[src/rtl/ex_div_ctrl.sv]
// ex_div_ctrl: radix-2 restoring DIV/DIVU/REM/REMU sequencer for the EX stage.
// Define DIV_EARLY_OUT_EN to skip CALC for divide-by-zero and signed overflow.
module ex_div_ctrl #(
    parameter int WIDTH = 32
) (
    input  logic             clk,
    input  logic             rst_n,
    input  logic             start_i,
    input  logic [1:0]       op_i,
    input  logic [WIDTH-1:0] dividend_i,
    input  logic [WIDTH-1:0] divisor_i,
    input  logic             flush_i,
    input  logic             fc_stall_i,
    output logic             busy_o,
    output logic             done_o,
    output logic [WIDTH-1:0] result_o,
    output logic             stall_o
);

    localparam int CW = $clog2(WIDTH);
    localparam logic [WIDTH-1:0] ONES = '1;
    localparam logic [WIDTH-1:0] MINV = {1'b1, {(WIDTH-1){1'b0}}};
    localparam logic [CW-1:0] LAST = CW'(WIDTH - 1);

    typedef enum logic [1:0] {
        S_IDLE,
        S_CALC,
        S_FIX,
        S_DONE
    } state_e;

    state_e state_q, state_d;

    logic [CW-1:0]    cnt_q, cnt_d;
    logic [WIDTH-1:0] rem_q, rem_d;
    logic [WIDTH-1:0] quo_q, quo_d;
    logic [WIDTH-1:0] dvs_q, dvs_d;
    logic [WIDTH-1:0] dvd_q, dvd_d;
    logic [WIDTH-1:0] res_q, res_d;
    logic             remop_q, remop_d;
    logic             qneg_q, qneg_d;
    logic             rneg_q, rneg_d;
    logic             zero_q, zero_d;
    logic             ovf_q, ovf_d;

    logic             accept;
    logic             sgn;
    logic             a_neg;
    logic             b_neg;
    logic [WIDTH-1:0] a_mag;
    logic [WIDTH-1:0] b_mag;
    logic             is_zero;
    logic             is_ovf;
    logic [WIDTH:0]   trial;
    logic [WIDTH-1:0] q_fix;
    logic [WIDTH-1:0] r_fix;
    logic [WIDTH-1:0] fix_val;

    assign accept  = start_i & ~flush_i;
    assign sgn     = ~op_i[0];
    assign a_neg   = sgn & dividend_i[WIDTH-1];
    assign b_neg   = sgn & divisor_i[WIDTH-1];
    assign a_mag   = a_neg ? -dividend_i : dividend_i;
    assign b_mag   = b_neg ? -divisor_i : divisor_i;
    assign is_zero = (divisor_i == '0);
    assign is_ovf  = sgn & (dividend_i == MINV) & (divisor_i == ONES);

    // 33-bit trial keeps the borrow even when |divisor| has its top bit set
    assign trial = {rem_q, quo_q[WIDTH-1]} - {1'b0, dvs_q};

    assign q_fix = qneg_q ? -quo_q : quo_q;
    assign r_fix = rneg_q ? -rem_q : rem_q;

    always_comb begin
        fix_val = q_fix;
        if (zero_q) begin
            fix_val = remop_q ? dvd_q : ONES;
        end else if (ovf_q) begin
            fix_val = remop_q ? '0 : MINV;
        end else if (remop_q) begin
            fix_val = r_fix;
        end
    end

    always_comb begin
        state_d = state_q;
        cnt_d   = cnt_q;
        rem_d   = rem_q;
        quo_d   = quo_q;
        dvs_d   = dvs_q;
        dvd_d   = dvd_q;
        res_d   = res_q;
        remop_d = remop_q;
        qneg_d  = qneg_q;
        rneg_d  = rneg_q;
        zero_d  = zero_q;
        ovf_d   = ovf_q;

        unique case (state_q)
            S_IDLE: begin
                if (accept) begin
                    cnt_d   = '0;
                    rem_d   = '0;
                    quo_d   = a_mag;
                    dvs_d   = b_mag;
                    dvd_d   = dividend_i;
                    remop_d = op_i[1];
                    qneg_d  = a_neg ^ b_neg;
                    rneg_d  = a_neg;
                    zero_d  = is_zero;
                    ovf_d   = is_ovf;
`ifdef DIV_EARLY_OUT_EN
                    state_d = (is_zero | is_ovf) ? S_FIX : S_CALC;
`else
                    state_d = S_CALC;
`endif
                end
            end
            S_CALC: begin
                cnt_d = cnt_q + CW'(1);
                if (!trial[WIDTH]) begin
                    rem_d = trial[WIDTH-1:0];
                    quo_d = {quo_q[WIDTH-2:0], 1'b1};
                end else begin
                    rem_d = {rem_q[WIDTH-2:0], quo_q[WIDTH-1]};
                    quo_d = {quo_q[WIDTH-2:0], 1'b0};
                end
                if (cnt_q == LAST) begin
                    state_d = S_FIX;
                end
            end
            S_FIX: begin
                res_d   = fix_val;
                state_d = S_DONE;
            end
            S_DONE: begin
                if (!fc_stall_i) begin
                    state_d = S_IDLE;
                end
            end
            default: state_d = S_IDLE;
        endcase

        // a killed operation must leave the last good result visible
        if (flush_i) begin
            state_d = S_IDLE;
            res_d   = res_q;
        end
    end

    always_ff @(posedge clk or negedge rst_n) begin
        if (!rst_n) begin
            state_q <= S_IDLE;
            cnt_q   <= '0;
            rem_q   <= '0;
            quo_q   <= '0;
            dvs_q   <= '0;
            dvd_q   <= '0;
            res_q   <= '0;
            remop_q <= 1'b0;
            qneg_q  <= 1'b0;
            rneg_q  <= 1'b0;
            zero_q  <= 1'b0;
            ovf_q   <= 1'b0;
        end else begin
            state_q <= state_d;
            cnt_q   <= cnt_d;
            rem_q   <= rem_d;
            quo_q   <= quo_d;
            dvs_q   <= dvs_d;
            dvd_q   <= dvd_d;
            res_q   <= res_d;
            remop_q <= remop_d;
            qneg_q  <= qneg_d;
            rneg_q  <= rneg_d;
            zero_q  <= zero_d;
            ovf_q   <= ovf_d;
        end
    end

    assign busy_o   = (state_q == S_CALC) | (state_q == S_FIX);
    assign done_o   = (state_q == S_DONE);
    assign result_o = res_q;
    assign stall_o  = ((state_q == S_IDLE) & accept) | busy_o;

endmodule

[config.mk]
export PLATFORM = sky130hd
export DESIGN_NAME = ex_div_ctrl
export DESIGN_NICKNAME = d
export VERILOG_FILES = /design/src/rtl/ex_div_ctrl.sv
export SDC_FILE = /design/constraint.sdc
export NUM_CORES = 1
export LEC_CHECK = 0
export BUFFER_PORTS_ARGS = -buffer_cell sky130_fd_sc_hd__clkbuf_2
export CORE_MARGIN = 1.5
export CORE_UTILIZATION = 40
export DETAILED_ROUTE_END_ITERATION = 6
export MAX_ROUTING_LAYER = met4
export PLACE_DENSITY = 0.66
export SYNTH_ARGS = -nofsm -noshare
export SYNTH_HDL_FRONTEND = slang
export SYNTH_SLANG_ARGS = --single-unit
[constraint.sdc]
create_clock -name clk -period 4.12 [get_ports clk]
set_input_delay 0.412 -clock clk [delete_from_list [all_inputs] [get_ports clk]]
set_output_delay 0.412 -clock clk [all_outputs]
set_load 0.02 [all_outputs]
Word level (Yosys, flattened, before mapping)
Cells that the tools add are included.
{"block": "op_classes", "add_sub_neg": 6, "eq_ne": 10, "muxes": 22, "n_bitwise": 11, "n_reduce_logical": 7}
{"operator": "two-way mux 32 bit", "count": 12}
{"operator": "negation 32 bit", "count": 4}
{"operator": "one-hot mux 32 bit (2 select lines)", "count": 2}
{"operator": "== test 32 bit (second input constant)", "count": 2}
{"operator": "subtractor 33 x 32 -> 33 bit", "count": 1}
{"operator": "logical NOT 32 bit", "count": 1}
{"operator": "one-hot mux 5 bit (2 select lines)", "count": 1}
{"operator": "inequality test 3 bit (second input constant)", "count": 3}
{"operator": "two-way mux 2 bit", "count": 4}
{"operator": "one-hot mux 2 bit (4 select lines)", "count": 1}
{"operator": "bitwise AND 1 bit", "count": 6}
{"operator": "AND reduction 2 bit", "count": 3}
{"operator": "adder 5 x 1 -> 5 bit (second input constant)", "count": 1}
{"operator": "== test 5 bit (second input constant)", "count": 1}
{"operator": "two-way mux 5 bit", "count": 1}
{"operator": "== test 2 bit (second input constant)", "count": 2}
{"operator": "AND reduction 3 bit", "count": 1}
{"operator": "== test 2 x 1 -> 1 bit (second input constant)", "count": 1}
{"operator": "logical NOT 2 bit", "count": 1}
{"operator": "inequality test 2 bit (second input constant)", "count": 1}
{"operator": "NOT 1 bit", "count": 2}
{"operator": "bitwise OR 1 bit", "count": 2}
{"operator": "nonzero test 2 bit", "count": 1}
{"operator": "two-way mux 1 bit", "count": 1}
{"operator": "bitwise XOR 1 bit", "count": 1}
{"block": "totals", "ff_bits": 172, "out_inout_bits": 35, "elab_cells": 68}

Depth between registers and ports, before layout
{"block": "logic_depth", "ltp_word": 5, "mapped_depth": 13}

Least setup slack after synthesis
No wires, ideal clock.
{"block": "synth_timing", "path_kind": "register to register", "from": "register quo_q[31]", "to": "register rem_q[23]", "arrival_time_ns": 2.924, "required_ns": 4.010, "path_slack_ns": 1.086, "stages_incl_launch_ff": 14, "synth_period_minus_slack_ns": 3.034, "path_cell_list": "dfrtp_1 -> inv_1 -> ha_1 -> fa_1 -> nor2b_1 -> o21a_1 -> a21oi_1 -> o2111ai_1 -> and3b_1 -> nor2_1 -> xnor2_1 -> buf_2 -> nor2_1 -> o41ai_1"}
{"block": "synth_via", "elab_chain_len": 3}
{"item": "start, declared", "line": "36", "rtl": "logic [WIDTH-1:0] quo_q, quo_d;"}
{"item": "start signal, assigned", "line": "169", "rtl": "quo_q <= quo_d;"}
{"item": "subtractor 33 x 32 -> 33 bit", "line": "69", "rtl": "assign trial = {rem_q, quo_q[WIDTH-1]} - {1'b0, dvs_q};"}
{"item": "two-way mux 32 bit", "line": "121", "rtl": "if (!trial[WIDTH]) begin"}
{"item": "one-hot mux 32 bit (2 select lines)", "line": "99", "rtl": "unique case (state_q)"}
{"item": "end signal, assigned", "line": "168", "rtl": "rem_q <= rem_d;"}
{"item": "end, declared", "line": "35", "rtl": "logic [WIDTH-1:0] rem_q, rem_d;"}
Every way passes these cells.
A chain may end at the register's enable or synchronous reset.

Final worst setup path
Same ends and word-level chain as after synthesis.

==> summary.md <==
| Metric | Value |
|---|---|
| Outcome | `finished clean` |
| CP Capture Type | `flop` |
| Antenna Nets Post-Route | `0` |
| Gpl congestion | `approximately 0.95` |
| Clock Sinks | `around 170` |
| DR vias | `~11000` |
| Cell Area, Synth | `12200 um^2` |
| Critical-path cell list | `inv_1 > ha_1 > fa_1 > nor2b_1 > o21a_1 > a21oi_1 > o2111ai_1 > and3b_1 > nor2_1 > xnor2_2 > buf_12 > nor4bb_1 > o41ai_1` |
| Nets@finish | `around 1700` |
| Area leader, netlist | `dfrtp_1` |
| H-tree Lvls | `4` |
| Final setup violation count | `0` |
| CTS tree | `yes` |
| Largest net degree at the start of global routing | `103` |
| Slew HR | `0.198` |
| FP Rows | `63` |
| Yosys warns | `0` |
| IO buf count | `105` |
| Slowest CP cell | `fa_1` |
| Worst min path class | `in -> async` |
| FF+latch count, synth | `172` |
| Crit path max fanout | `30` |
| Post-Syn Area per Cell | `just over 8 um^2` |
| Worst EP arrival | `between 3000 and 4000 ps` |
| Antenna Cells | `0` |
| Drt total wl | `37400 um` |
| Die ar. | `31500 um^2` |
| Initial Util | `0.408` |
| Layout Area Growth over Synthesis | `13.0%` |
| Final worst-path cycle share | `0.842` |
| Avg Vias per Cell | `5.72` |
| Overall routing resource usage | `0.251` |
| CTS resizes | `0` |
| Total core area | `between 20000 and 30000 um^2` |
| Post-Syn Instances | `between 1500 and 2000` |
| Clk pin slew, worst setup/hold paths | `about 70 ps` |
| Wire per inst | `18.9 um` |
| CTS buffer count | `17` |
| Chip width | `between 150 and 200 um` |
| Leakage power | `just over 6 nW` |
| First-pass iteration count of the detailed router | `6` |
| I/O Pins | `~110` |
| Worst path max stage delay | `420 ps` |
| Power Density | `979 nW/um^2` |
| Layout cell share with drive strength beyond 1 | `0.115` |
| Buf/Inv on CP | `2` |
| Chip height | `approximately 180 um` |
| Worst-Skew Late Latency | `440 ps` |
| DR iter-0 viols | `~1100` |
| CTS max path bufs | `2` |
| Multi-input combinational cell area | `7350 um^2` |
| Ys flop type | `dfrtp_1` |
| Vias in the first global route | `~10000` |
| CP Class | `reg -> reg` |
| Setup bufs post-CTS | `0` |
| Syn Nets | `roughly 1600` |
| Async SR Flop Fraction | `1.00` |
| Crit path time final | `between 3000 and 4000 ps` |
| Ranking of synthesized cells by area | `dfrtp_1 35%, nand2_1 8.6%, o21ai_0 7.9%` |
| Share of Yosys cell area claimed by the top area cell type | `0.354` |
| Peak Freq | `approximately 290 MHz` |
| CTS root buffer | `clkbuf_16` |
| Clock Skews | `about 11 ps` |
| Gr ovfl total | `0` |
| Final TNS setup | `0 ps` |
| Cts hold-fix bufs | `0` |
| Reg area | `around 4300 um^2` |
| Slew at the pin closest to its max-slew limit | `around 1200 ps` |
| Global-route wire length before repair | `~60000 um` |
| Antenna violations before repair | `0` |
| CP Launch Type | `flop` |
| Fin. max-slew vios | `0` |
| Post-synthesis sequential area ratio | `0.354` |
| RSZ-0062 raised after global routing | `no` |
| Maximum VDD drop | `just over 0.7 mV` |
| Number of library cell types mapped by synthesis | `75` |
| # fillers | `roughly 3000` |
| Post-DP HPWL | `27900 um` |
| Max Cap Viol | `0` |
| WHS | `roughly 110 ps` |
| Hold Fails Final Rpt | `0` |
| Residual DRC count | `0` |
| CP required | `between 4000 and 5000 ps` |
| EDFF count, synth | `0` |
| Top Family by Delay on Critical Path | `simple AND/OR/NAND/NOR gates` |
path summary, 6_finish.rpt:
kind,depth (start not counted),end,slack [ps],startpoint
worst max-delay path,13,rem_q[23],650,quo_q[31]
worst min-delay path,1,dvs_q[25],110,rst_n
worst max register to register,13,rem_q[23],650,quo_q[31]
worst min register to register,2,result_o[12],480,result_o[12]
max in group asynchronous,2,result_o[14],3090,rst_n
min in group clk,3,remop_q,180,op_i[1]
worst register-to-register path, cell delays in order (launching register included):
cell       delay [ps]
dfrtp_1           400
inv_1              70
ha_1              230
fa_1              420
nor2b_1           190
o21a_1            170
a21oi_1           160
o2111ai_1         300
and3b_1           220
nor2_1            110
xnor2_2           370
buf_12            300
nor4bb_1          330
o41ai_1            90
registers in the layout (all words and copies together) (netlist names):
name and count:
result_o 32, qneg_q 1, rem_q 32, state_q 2, ovf_q 1, zero_q 1
quo_q 32, dvs_q 32, dvd_q 32, rneg_q 1, cnt_q 5, remop_q 1
where the power goes:
| part | switching (mW) | internal [mW] |
|---|---|---|
| Sequential | 0.901 | 2.45 |
| Combinational | 4.98 | 3.29 |
| Clock | 0.775 | 1.04 |
| Total | 6.66 | 6.78 |
cells by family after synthesis:
logic type / share of synthesized area
AOI/OAI and AO/OA: 0.227
xor gates and xnor gates: 0.102
adders and majority gates: 0.0459
buffers and inverters: 0.0436
DFF: 0.354
muxes: 0.0306
and+or+nand+nor: 0.197
routing by layer:
metal / vias to the layer above / wire (um) / track usage
met5: - / 0 / -
met2: 422 / 15900 / 0.354
li1: 5463 / - / -
met4: 0 / 784 / 0.0704
met3: 48 / 2530 / 0.0388
met1: 5378 / 18200 / 0.370
synthesized netlist by cell type (4+ instances only):
cell type and number:
xor2_1 77, nand3_1 11, or3_1 17, a21boi_0 7, a21o_1 21, or2_2 6
nor2_1 86, mux2i_1 36, nor2b_1 11, nor4_1 13, ha_1 43, a21oi_1 92
a31oi_1 16, buf_1 8, dfrtp_1 172, o41ai_1 16, a211oi_1 6, nand4_1 17
nand2b_1 21, and3_1 6, buf_2 4, o31ai_1 37, xnor2_1 65, o21bai_1 5
o21a_1 7, inv_1 53, clkbuf_1 60, nor3_1 19, o22ai_1 18, o21ai_0 192
o211ai_1 10, nand2_1 280, or4_1 9
metrics by stage:
step	cell area, um^2	utilization	total power, mW	cells	worst slack, ps
5_1_grt	13700	0.461	14.5	1978	390
2_1_floorplan	12200	-	9.15	1507	1090
3_5_place_dp	13100	0.439	11.5	1946	612
4_1_cts	13700	0.461	13.3	1978	698
3_3_place_gp	13100	0.439	11.3	1946	637
6_report	13700	0.461	13.4	1978	651
area by class of cell:
cell class | count | share of cell area
Clock inverter | 14 | 0.0165
Sequential cell | 172 | 0.313
Tap cell | 390 | 0.0355
Timing Repair Buffer | 126 | 0.0529
Multi-Input combinational cell | 1203 | 0.535
Inverter | 55 | 0.0150
Clock buffer | 18 | 0.0312
cell usage in the layout (no fill, tap or decap), drive strengths merged, types with 8 or more instances in the layout:
master	instances
o21ai	195
a21oi	92
a21o	21
inv	59
o22ai	18
or3	18
ha	43
or4	11
clkbuf	122
buf	22
nand4	17
a21boi	8
o41ai	17
nand3	11
o211ai	10
xnor2	65
nand2b	22
a31oi	16
o31ai	37
nor2	86
nor4	13
nand2	280
xor2	77
dfrtp	172
mux2i	36
nor2b	11
nor3	19
No activity file was read; power rests on OpenSTA's default activity.
